`config.mk`:
```
export PLATFORM = sky130hd
export DESIGN_NAME = neat_struct_mutator
export DESIGN_NICKNAME = d
export VERILOG_FILES = /design/src/rtl/neat_struct_mutator.sv
export SDC_FILE = /design/constraint.sdc
export NUM_CORES = 1
export LEC_CHECK = 0
export CAP_MARGIN = 25
export CORE_ASPECT_RATIO = 1.4
export CORE_MARGIN = 3
export CORE_UTILIZATION = 45
export CTS_BUF_LIST = sky130_fd_sc_hd__clkbuf_2
export DETAILED_ROUTE_END_ITERATION = 10
export PLACE_DENSITY = 0.67
export SETUP_SLACK_MARGIN = 0.2
export SLEW_MARGIN = 15
export SYNTH_ARGS = -nofsm -noshare
export SYNTH_HDL_FRONTEND = slang
export SYNTH_SLANG_ARGS = --single-unit
```
`constraint.sdc`:
```
create_clock -name clk -period 3 [get_ports clk]
set_input_delay 0.3 -clock clk [delete_from_list [all_inputs] [get_ports clk]]
set_output_delay 0.3 -clock clk [all_outputs]
set_load 0.005 [all_outputs]
```
`src/rtl/neat_struct_mutator.sv`:
```
// NEAT gene mutator: applies node / connection mutations to a gene stream and buffers 1-3 result genes per input.
// Latency: mutation decision is combinational at acceptance; the first result gene is visible at gene_out one cycle later.
// Backpressure: in_ready drops when fewer than 3 FIFO entries are free (or during setup); out_ready gates FIFO pops.
// Optional feature: define NEAT_CONN_MUT_EN to enable the pending new-connection mutation.
module neat_struct_mutator #(
    parameter int GENE_SZ = 64,
    parameter int ATTR_SZ = 8,
    parameter int DEPTH   = 8
) (
    input  logic                     clk,
    input  logic                     rst,
    input  logic                     setup,
    input  logic                     mode,
    input  logic                     in_valid,
    output logic                     in_ready,
    input  logic [GENE_SZ-1:0]       gene_in,
    input  logic [ATTR_SZ-1:0]       random,
    input  logic [ATTR_SZ-1:0]       node_add_prob,
    input  logic [ATTR_SZ-1:0]       conn_add_prob,
    input  logic [ATTR_SZ-1:0]       genome_id,
    input  logic [ATTR_SZ-1:0]       global_hidden_node_max,
    output logic                     out_valid,
    input  logic                     out_ready,
    output logic [GENE_SZ-1:0]       gene_out,
    output logic [ATTR_SZ-1:0]       hidden_node_max,
    output logic [$clog2(DEPTH):0]   fifo_level
);

    localparam int AW = $clog2(DEPTH);
    localparam int CW = AW + 1;
    localparam logic [ATTR_SZ-1:0] CONN_TYPE = {1'b1, {(ATTR_SZ-1){1'b0}}};
    localparam logic [ATTR_SZ-1:0] ONE       = ATTR_SZ'(1);
    localparam logic [ATTR_SZ-1:0] ZERO      = '0;
    localparam logic [ATTR_SZ-1:0] ALL_ONES  = '1;

    // Assemble a gene from its six meaningful fields; F1/F0 are always zero.
    function automatic logic [GENE_SZ-1:0] mk_gene(
        input logic [ATTR_SZ-1:0] f7, input logic [ATTR_SZ-1:0] f6,
        input logic [ATTR_SZ-1:0] f5, input logic [ATTR_SZ-1:0] f4,
        input logic [ATTR_SZ-1:0] f3, input logic [ATTR_SZ-1:0] f2);
        return {f7, f6, f5, f4, f3, f2, {(2*ATTR_SZ){1'b0}}};
    endfunction

    // Configuration captured at setup
    logic [ATTR_SZ-1:0] node_add_prob_reg;
    logic [ATTR_SZ-1:0] conn_add_prob_reg;

    // Output FIFO storage and bookkeeping
    logic [GENE_SZ-1:0] mem [DEPTH];
    logic [AW-1:0]      rd_ptr;
    logic [AW-1:0]      wr_ptr;
    logic [CW-1:0]      count;

    // Per-cycle decision
    logic               accept;
    logic               pop;
    logic               node_mut;
    logic [2:0]         push_en;
    logic [1:0]         push_cnt;
    logic [GENE_SZ-1:0] push_dat [3];
    logic [ATTR_SZ-1:0] new_node;
    logic [ATTR_SZ-1:0] f_src;
    logic [ATTR_SZ-1:0] f_dest;
    logic [ATTR_SZ-1:0] f_weight;

    assign f_src    = gene_in[5*ATTR_SZ +: ATTR_SZ];
    assign f_dest   = gene_in[4*ATTR_SZ +: ATTR_SZ];
    assign f_weight = gene_in[3*ATTR_SZ +: ATTR_SZ];
    assign new_node = hidden_node_max + ONE;

    assign out_valid  = (count != '0);
    assign pop        = out_valid && out_ready;
    assign in_ready   = !setup && (count <= CW'(DEPTH - 3));
    assign accept     = in_valid && in_ready;
    assign gene_out   = out_valid ? mem[rd_ptr] : '0;
    assign fifo_level = count;

    // A node id of all-ones cannot be incremented, so saturation skips node mutation entirely.
    assign node_mut = accept && mode && (random > node_add_prob_reg) && (hidden_node_max != ALL_ONES);

`ifdef NEAT_CONN_MUT_EN
    logic               pending;
    logic [ATTR_SZ-1:0] src_reg;
    logic               pending_set;
    logic               pending_clr;
`else
    // Without the connection feature there is never an open connection; conn_add_prob_reg is kept only as state.
    logic               pending;
    logic               conn_unused;
    assign pending     = 1'b0;
    assign conn_unused = ^{conn_add_prob_reg, pending};
`endif

    // Choose which genes (in emission order) enter the FIFO for an accepted input.
    always_comb begin
        push_en     = 3'b000;
        push_dat[0] = gene_in;
        push_dat[1] = '0;
        push_dat[2] = '0;
`ifdef NEAT_CONN_MUT_EN
        pending_set = 1'b0;
        pending_clr = 1'b0;
`endif
        if (accept) begin
            if (!mode) begin
                push_en = 3'b001;
            end else if (node_mut) begin
                // Split the connection: new hidden node, src->N with unit weight, N->dest keeping the old weight.
                push_en     = 3'b111;
                push_dat[0] = mk_gene(genome_id, ZERO, new_node, ZERO, ZERO, ONE);
                push_dat[1] = mk_gene(genome_id, CONN_TYPE, f_src, new_node, ONE, ONE);
                push_dat[2] = mk_gene(genome_id, CONN_TYPE, new_node, f_dest, f_weight, ONE);
`ifdef NEAT_CONN_MUT_EN
            end else if ((random > conn_add_prob_reg) && !pending) begin
                // Open a new connection from this gene's source; it closes on a later gene's destination.
                push_en     = 3'b001;
                pending_set = 1'b1;
            end else begin
                push_en = 3'b001;
                if (pending) begin
                    push_en     = 3'b011;
                    push_dat[1] = mk_gene(genome_id, CONN_TYPE, src_reg, f_dest, ONE, ONE);
                    pending_clr = 1'b1;
                end
`else
            end else begin
                push_en = 3'b001;
`endif
            end
        end
    end

    assign push_cnt = {1'b0, push_en[0]} + {1'b0, push_en[1]} + {1'b0, push_en[2]};

    // Configuration load at setup and hidden node counter advance on node mutation.
    always_ff @(posedge clk or posedge rst) begin
        if (rst) begin
            node_add_prob_reg <= '0;
            conn_add_prob_reg <= '0;
            hidden_node_max   <= '0;
        end else if (setup) begin
            node_add_prob_reg <= node_add_prob;
            conn_add_prob_reg <= conn_add_prob;
            hidden_node_max   <= global_hidden_node_max;
        end else if (node_mut) begin
            hidden_node_max   <= new_node;
        end
    end

`ifdef NEAT_CONN_MUT_EN
    // Open-connection tracking; a node mutation in between leaves it untouched.
    always_ff @(posedge clk or posedge rst) begin
        if (rst) begin
            pending <= 1'b0;
            src_reg <= '0;
        end else if (setup) begin
            pending <= 1'b0;
        end else if (pending_set) begin
            pending <= 1'b1;
            src_reg <= f_src;
        end else if (pending_clr) begin
            pending <= 1'b0;
        end
    end
`endif

    // FIFO pointers and occupancy; setup flushes so no partial mutation group survives.
    always_ff @(posedge clk or posedge rst) begin
        if (rst) begin
            rd_ptr <= '0;
            wr_ptr <= '0;
            count  <= '0;
        end else if (setup) begin
            rd_ptr <= '0;
            wr_ptr <= '0;
            count  <= '0;
        end else begin
            wr_ptr <= wr_ptr + AW'(push_cnt);
            rd_ptr <= rd_ptr + AW'(pop);
            count  <= count + CW'(push_cnt) - CW'(pop);
        end
    end

    // Write up to three consecutive entries; pointer arithmetic wraps modulo DEPTH.
    always_ff @(posedge clk) begin
        for (int i = 0; i < 3; i++) begin
            if (push_en[i]) begin
                mem[wr_ptr + AW'(i)] <= push_dat[i];
            end
        end
    end

endmodule
```
# == Word-level counts from Yosys, hierarchy flattened ==
# Memories as Yosys holds them, arrays and structs flattened.
# Cells that the tools add are included.
# op_classes
n_eq_ne,1
order_cmp,2
n_reduce_logical,9
n_addsub,9
muxes,18
# op_table
op,n
192-bit 2-to-1 mux,3
64-bit 2-to-1 mux,1
8-bit 2-to-1 mux,2
3-bit 2-to-1 mux,5
"8-bit by 1-bit adder with 8-bit output, second input constant",1
8-bit greater-than comparator,1
"8-bit inequality test, second input constant",1
1-bit logical AND,6
1-bit 2-to-1 mux,6
4-bit by 2-bit adder with 4-bit output,1
"4-bit by 3-bit <= comparator with 1-bit output, second input constant",1
4-bit 2-to-1 mux,1
4-bit nonzero test,1
4-bit by 1-bit subtractor with 4-bit output,1
3-bit by 1-bit adder with 3-bit output,1
"3-bit by 1-bit adder with 3-bit output, second input constant",1
3-bit by 2-bit adder with 3-bit output,1
"3-bit by 2-bit adder with 3-bit output, second input constant",1
1-bit by 1-bit adder with 2-bit output,1
2-bit by 1-bit adder with 2-bit output,1
2-bit nonzero test,1
1-bit zero test,1
# totals
in_bits,110
output_inout_bits,78
elab_cells,45
ff_bits,26
ram_bits,512
memories,1
# mem_list
memory,words,word_bits,read_ports,rd_ports_with_merged_regs,write_ports,line,rtl
mem,8,64,1,0,3,49,logic [GENE_SZ-1:0] mem [DEPTH];

# == Depth between registers and ports, before layout ==
# logic_depth
depth_word,14
mapped_depth,17
ltp_nobuf,14

# == Least setup slack after synthesis ==
# Ideal clock, no wire load.
# synth_path
kind,flip-flop to flip-flop
from,"reg count[3], in the netlist fifo_level[3]"
to,"reg count[3], in the netlist fifo_level[3]"
path_buffers,3
slack_ns,-0.204
t_arrival_ns,3.073
period_less_slack_ns,3.204
path_stages_with_launch,18
required_time_ns,2.869
setup_ns,0.131
path_cell_list,dfrtp_1 inv_1 ha_1 a21oi_2 and4_1 nand3_4 a21oi_4 inv_2 buf_6 buf_4 buf_2 ha_1 inv_1 ha_1 a21o_1 a21oi_1 xnor2_1 nor2_1
# synth_between
elab_chain_cells,14
elab_cells_between_ends,16
cone_classes,add/sub: 4; order compare: 1; mux: 4; reduce/logical: 7
# synth_rtl
item,line,rtl
start: declaration,52,logic [CW-1:0] count;
start signal: assignment,180,count <= count + CW'(push_cnt) - CW'(pop);
4-bit by 3-bit <= comparator with 1-bit output,73,assign in_ready = !setup && (count <= CW'(DEPTH - 3));
1-bit logical AND,73,
1-bit logical AND,74,assign accept = in_valid && in_ready;
1-bit logical AND (3 in a row),79,assign node_mut = accept && mode && (random > node_add_prob_reg) && (hidden_node_max != ALL_ONES);
3-bit 2-to-1 mux,107,end else if (node_mut) begin
3-bit 2-to-1 mux,105,if (!mode) begin
3-bit 2-to-1 mux,104,if (accept) begin
1-bit by 1-bit adder with 2-bit output,133,"assign push_cnt = {1'b0, push_en[0]} + {1'b0, push_en[1]} + {1'b0, push_en[2]};"
2-bit by 1-bit adder with 2-bit output,133,
4-bit by 2-bit adder with 4-bit output,180,
4-bit by 1-bit subtractor with 4-bit output *,180,
4-bit 2-to-1 mux *,173,end else if (setup) begin
# Every way passes the cells marked *; elsewhere a longest branch is shown, timed or not.
# A chain may end at the register's enable or synchronous reset.

# == Final worst setup path ==
# layout_path
from,reg rd_ptr[0]
to,out gene_out[56]
# layout_between
elab_chain_cells,2
# layout_rtl
item,line,rtl
start: declaration,50,logic [AW-1:0] rd_ptr;
start signal: assignment,179,rd_ptr <= rd_ptr + AW'(pop);
memory read 8 x 64 bit,--,
64-bit 2-to-1 mux,75,assign gene_out = out_valid ? mem[rd_ptr] : '0;
end: declaration,24,"output logic [GENE_SZ-1:0] gene_out,"
# No other way between the ends.

==> flow_summary.toml <==
[outcome]
status = "complete, but fails checks"
violations = "setup timing"

[power_and_ir_drop]
p_sw_frac = 0.323
p_leak_nw = 11.9
clockPowerShare = 0.220
seq_power_share = 0.388
p_total_mw = 23.6
peakVddDrop_uv = 428
comb_power_share = 0.392
power.density_nw_per_um2 = 748
internal_power_mw = 16.0
power.net_switching_mw = 7.63

[routing]
via_per_inst = 5.97
drt_iter0_drc = 1367
drc = 0
drtAntennaViolNets = 0
wl_um = 78300
wl_per_cell_um = 25.3
firstDrtPassIters = 6
vias = 18500

[sta]
grt_setup_unrepaired = "yes"
hold_slack_ns = 0.120
drv_slew = 0
fin_ws_ns = -0.356
tns_ns = -14.97
finalHoldViolCount = 0
fmax_mhz = 298
period_minus_slack_ns = 3.36
finalSetupViolations = 64
min_period_over_period = 1.12
tightest_slew_ns = 0.692
slew_headroom = 0.539
skew_ns = 0.0927

[clock_tree]
cts_buffers = 133
path_clk_slew_ns = 0.11
cts.sink_count = 538
ctsHtreeMaxLevel = 4
clk_latency_ns = 1.15
cts_tree = "yes"
clockBufferDepth = 3
cts_root_buf = "clkbuf_2"

[grt]
grt_pass1_wl_um = 116000
overflow = 0
grt.total_usage = 0.270
grt_pass1_vias = 19500
antenna_found_initial = 3
grt_max_degree = 40

[yosys]
ys_warn_count = 0
synth_area_per_cell_um2 = 13.3
synth-edff-count = 272
netlist_area_um2 = 24300
asyncSetResetFlopFracSynth = 0.0483
ys_types = 60
yosysTopAreaCell = "edfxtp_1"
synth_cells = 1829
synth_flop_cell = "edfxtp_1"
syn_nets = 1961
synth-seq-cells = 538
synthTopCellsByArea = "edfxtp_1, dfxtp_1, a22o_1"
ys_seq_area_frac = 0.561
synth_top_cell_area_share = 0.337

[finish]
area_delta_synth_final_pct = 30.2
largest_register_ffs = 512
final_util = 0.593
fin_nets = 2419
drive_gt1_frac = 0.313

[floorplanning]
die_area_um2 = 56800
dieWidth_um = 202
ios = 188
core_area_um2 = 53300
die_h_um = 281
start_util = 0.455
rows = 100

[placement]
dpl.hpwl_um = 47600
gp_congestion = 0.907
port-buffer-count = 179
post-place-ws_ns = -0.159

[run]
max_cap_viol_count = 0

[critical_path]
path_class = "flip-flop to output pin"
critPathMaxFanout = 8
arrival_ns = 3.06
cp.required_ns = 2.70
setup.worst_path.start_class = "flip-flop"
endpoint_kind = "output pin"

[min_path]
worstHoldPathType = "primary input to flip-flop"
==> timing repair <==
action / 4_1_cts / 5_1_grt
pin swaps: 15 / 27
setup endpoints to repair: 66 / 466
hold buffers: 88 / 0
gates resized for setup: 331 / 52
hold endpoints to repair: 520 / 0
buffers inserted: 70 / 14
cloned: 8 / 3
==> routing by layer <==
| metal | global-route usage | up-vias | share of wire |
|---|---|---|---|
| li1 | - | 8079 | - |
| met1 | 0.307 | 9195 | 0.35 |
| met2 | 0.480 | 953 | 0.52 |
| met3 | 0.0437 | 278 | 0.075 |
| met4 | 0.158 | 2 | 0.055 |
| met5 | 0 | - | 0.000089 |
==> synthesized netlist by cell type (5+ instances only) <==
library cell / number
clkbuf_1: 72
a22o_1: 365
buf_4: 7
a21oi_1: 15
dfxtp_1: 240
a211oi_1: 5
nand2_1: 88
xor2_1: 5
nand3_1: 10
buf_2: 42
nor2_2: 8
xnor2_1: 9
and2_1: 57
buf_1: 70
nor2_1: 117
buf_6: 5
mux4_2: 128
o2bb2ai_1: 16
dfrtp_1: 26
mux2i_1: 68
o21ai_0: 57
nor2b_1: 10
inv_1: 28
a32o_1: 9
edfxtp_1: 272
a21o_1: 19
ha_1: 20
==> area by class of cell <==
| type | count | area [µm²] |
|---|---|---|
| antenna | 6 | 15.0 |
| clock buffer | 189 | 946 |
| clock inverter | 40 | 324 |
| fill | 4282 | 21700 |
| inverter | 29 | 139 |
| multi-input combinational | 1066 | 10200 |
| sequential | 538 | 13600 |
| tap | 714 | 893 |
| timing repair buffer | 519 | 5470 |
==> metrics by stage <==
| step | area, µm² | std cells |
|---|---|---|
| CTS | 31200 | 3078 |
| floorplan | 24400 | 1829 |
| global route | 31600 | 3099 |
| global placement | 28100 | 2682 |
| finish | 31600 | 3101 |
| detailed placement | 28100 | 2683 |
==> logic make-up after synthesis <==
logic type | count (synthesis) | synth area share
compound gates | 506 | 0.171
xor+xnor | 14 | 0.00505
fa+ha+maj | 22 | 0.0120
buf+inv | 225 | 0.0396
flops | 538 | 0.561
mux | 197 | 0.147
simple gates | 327 | 0.0638
==> worst max-delay path: stages, from the launching register on <==
cell	delay, ns
dfrtp_4	0.51
buf_6	0.15
buf_12	0.15
buf_16	0.15
buf_6	0.12
mux4_2	0.44
mux2i_2	0.20
nor2_2	0.08
buf_2	0.13
==> power by group through the flow <==
stage / registers, mW / logic [mW] / clock network, mW
2_1_floorplan: 9.12 / 4.34 / 0
3_3_place_gp: 9.34 / 7.26 / 0
3_5_place_dp: 9.41 / 7.36 / 0
4_1_cts: 9.15 / 8.98 / 5.31
5_1_grt: 9.27 / 9.81 / 5.65
6_report: 9.16 / 9.26 / 5.19
==> cells in the final DEF, fill, tap and decap left out, drive strengths merged, types with 28 or more instances in the layout <==
master and instances:
o21ai 59, mux4 128, edfxtp 272, a22o 366, dfxtp 240, nor2 125
clkbuf 199, and2 58, clkinv 28, buf 306, dlygate4sd3 88, mux2i 68
nand2 88, clkdlybuf4s50 112
==> worst paths after layout <==
check | cells after the start | from | slack (ns) | endpoint
worst max register to register | 10 | fifo_level[2] | 0.27 | mem[0][12]
worst max-delay path | 8 | rd_ptr[0] | -0.36 | gene_out[56]
min in group asynchronous | 5 | rst | 0.62 | node_add_prob_reg[5]
worst min-delay path | 3 | gene_in[59] | 0.12 | mem[4][59]
max in group asynchronous | 5 | rst | 2.05 | rd_ptr[1]
worst min register to register | 1 | mem[3][23] | 0.48 | mem[3][23]
Note: power is estimated with default switching activity, not from simulation.
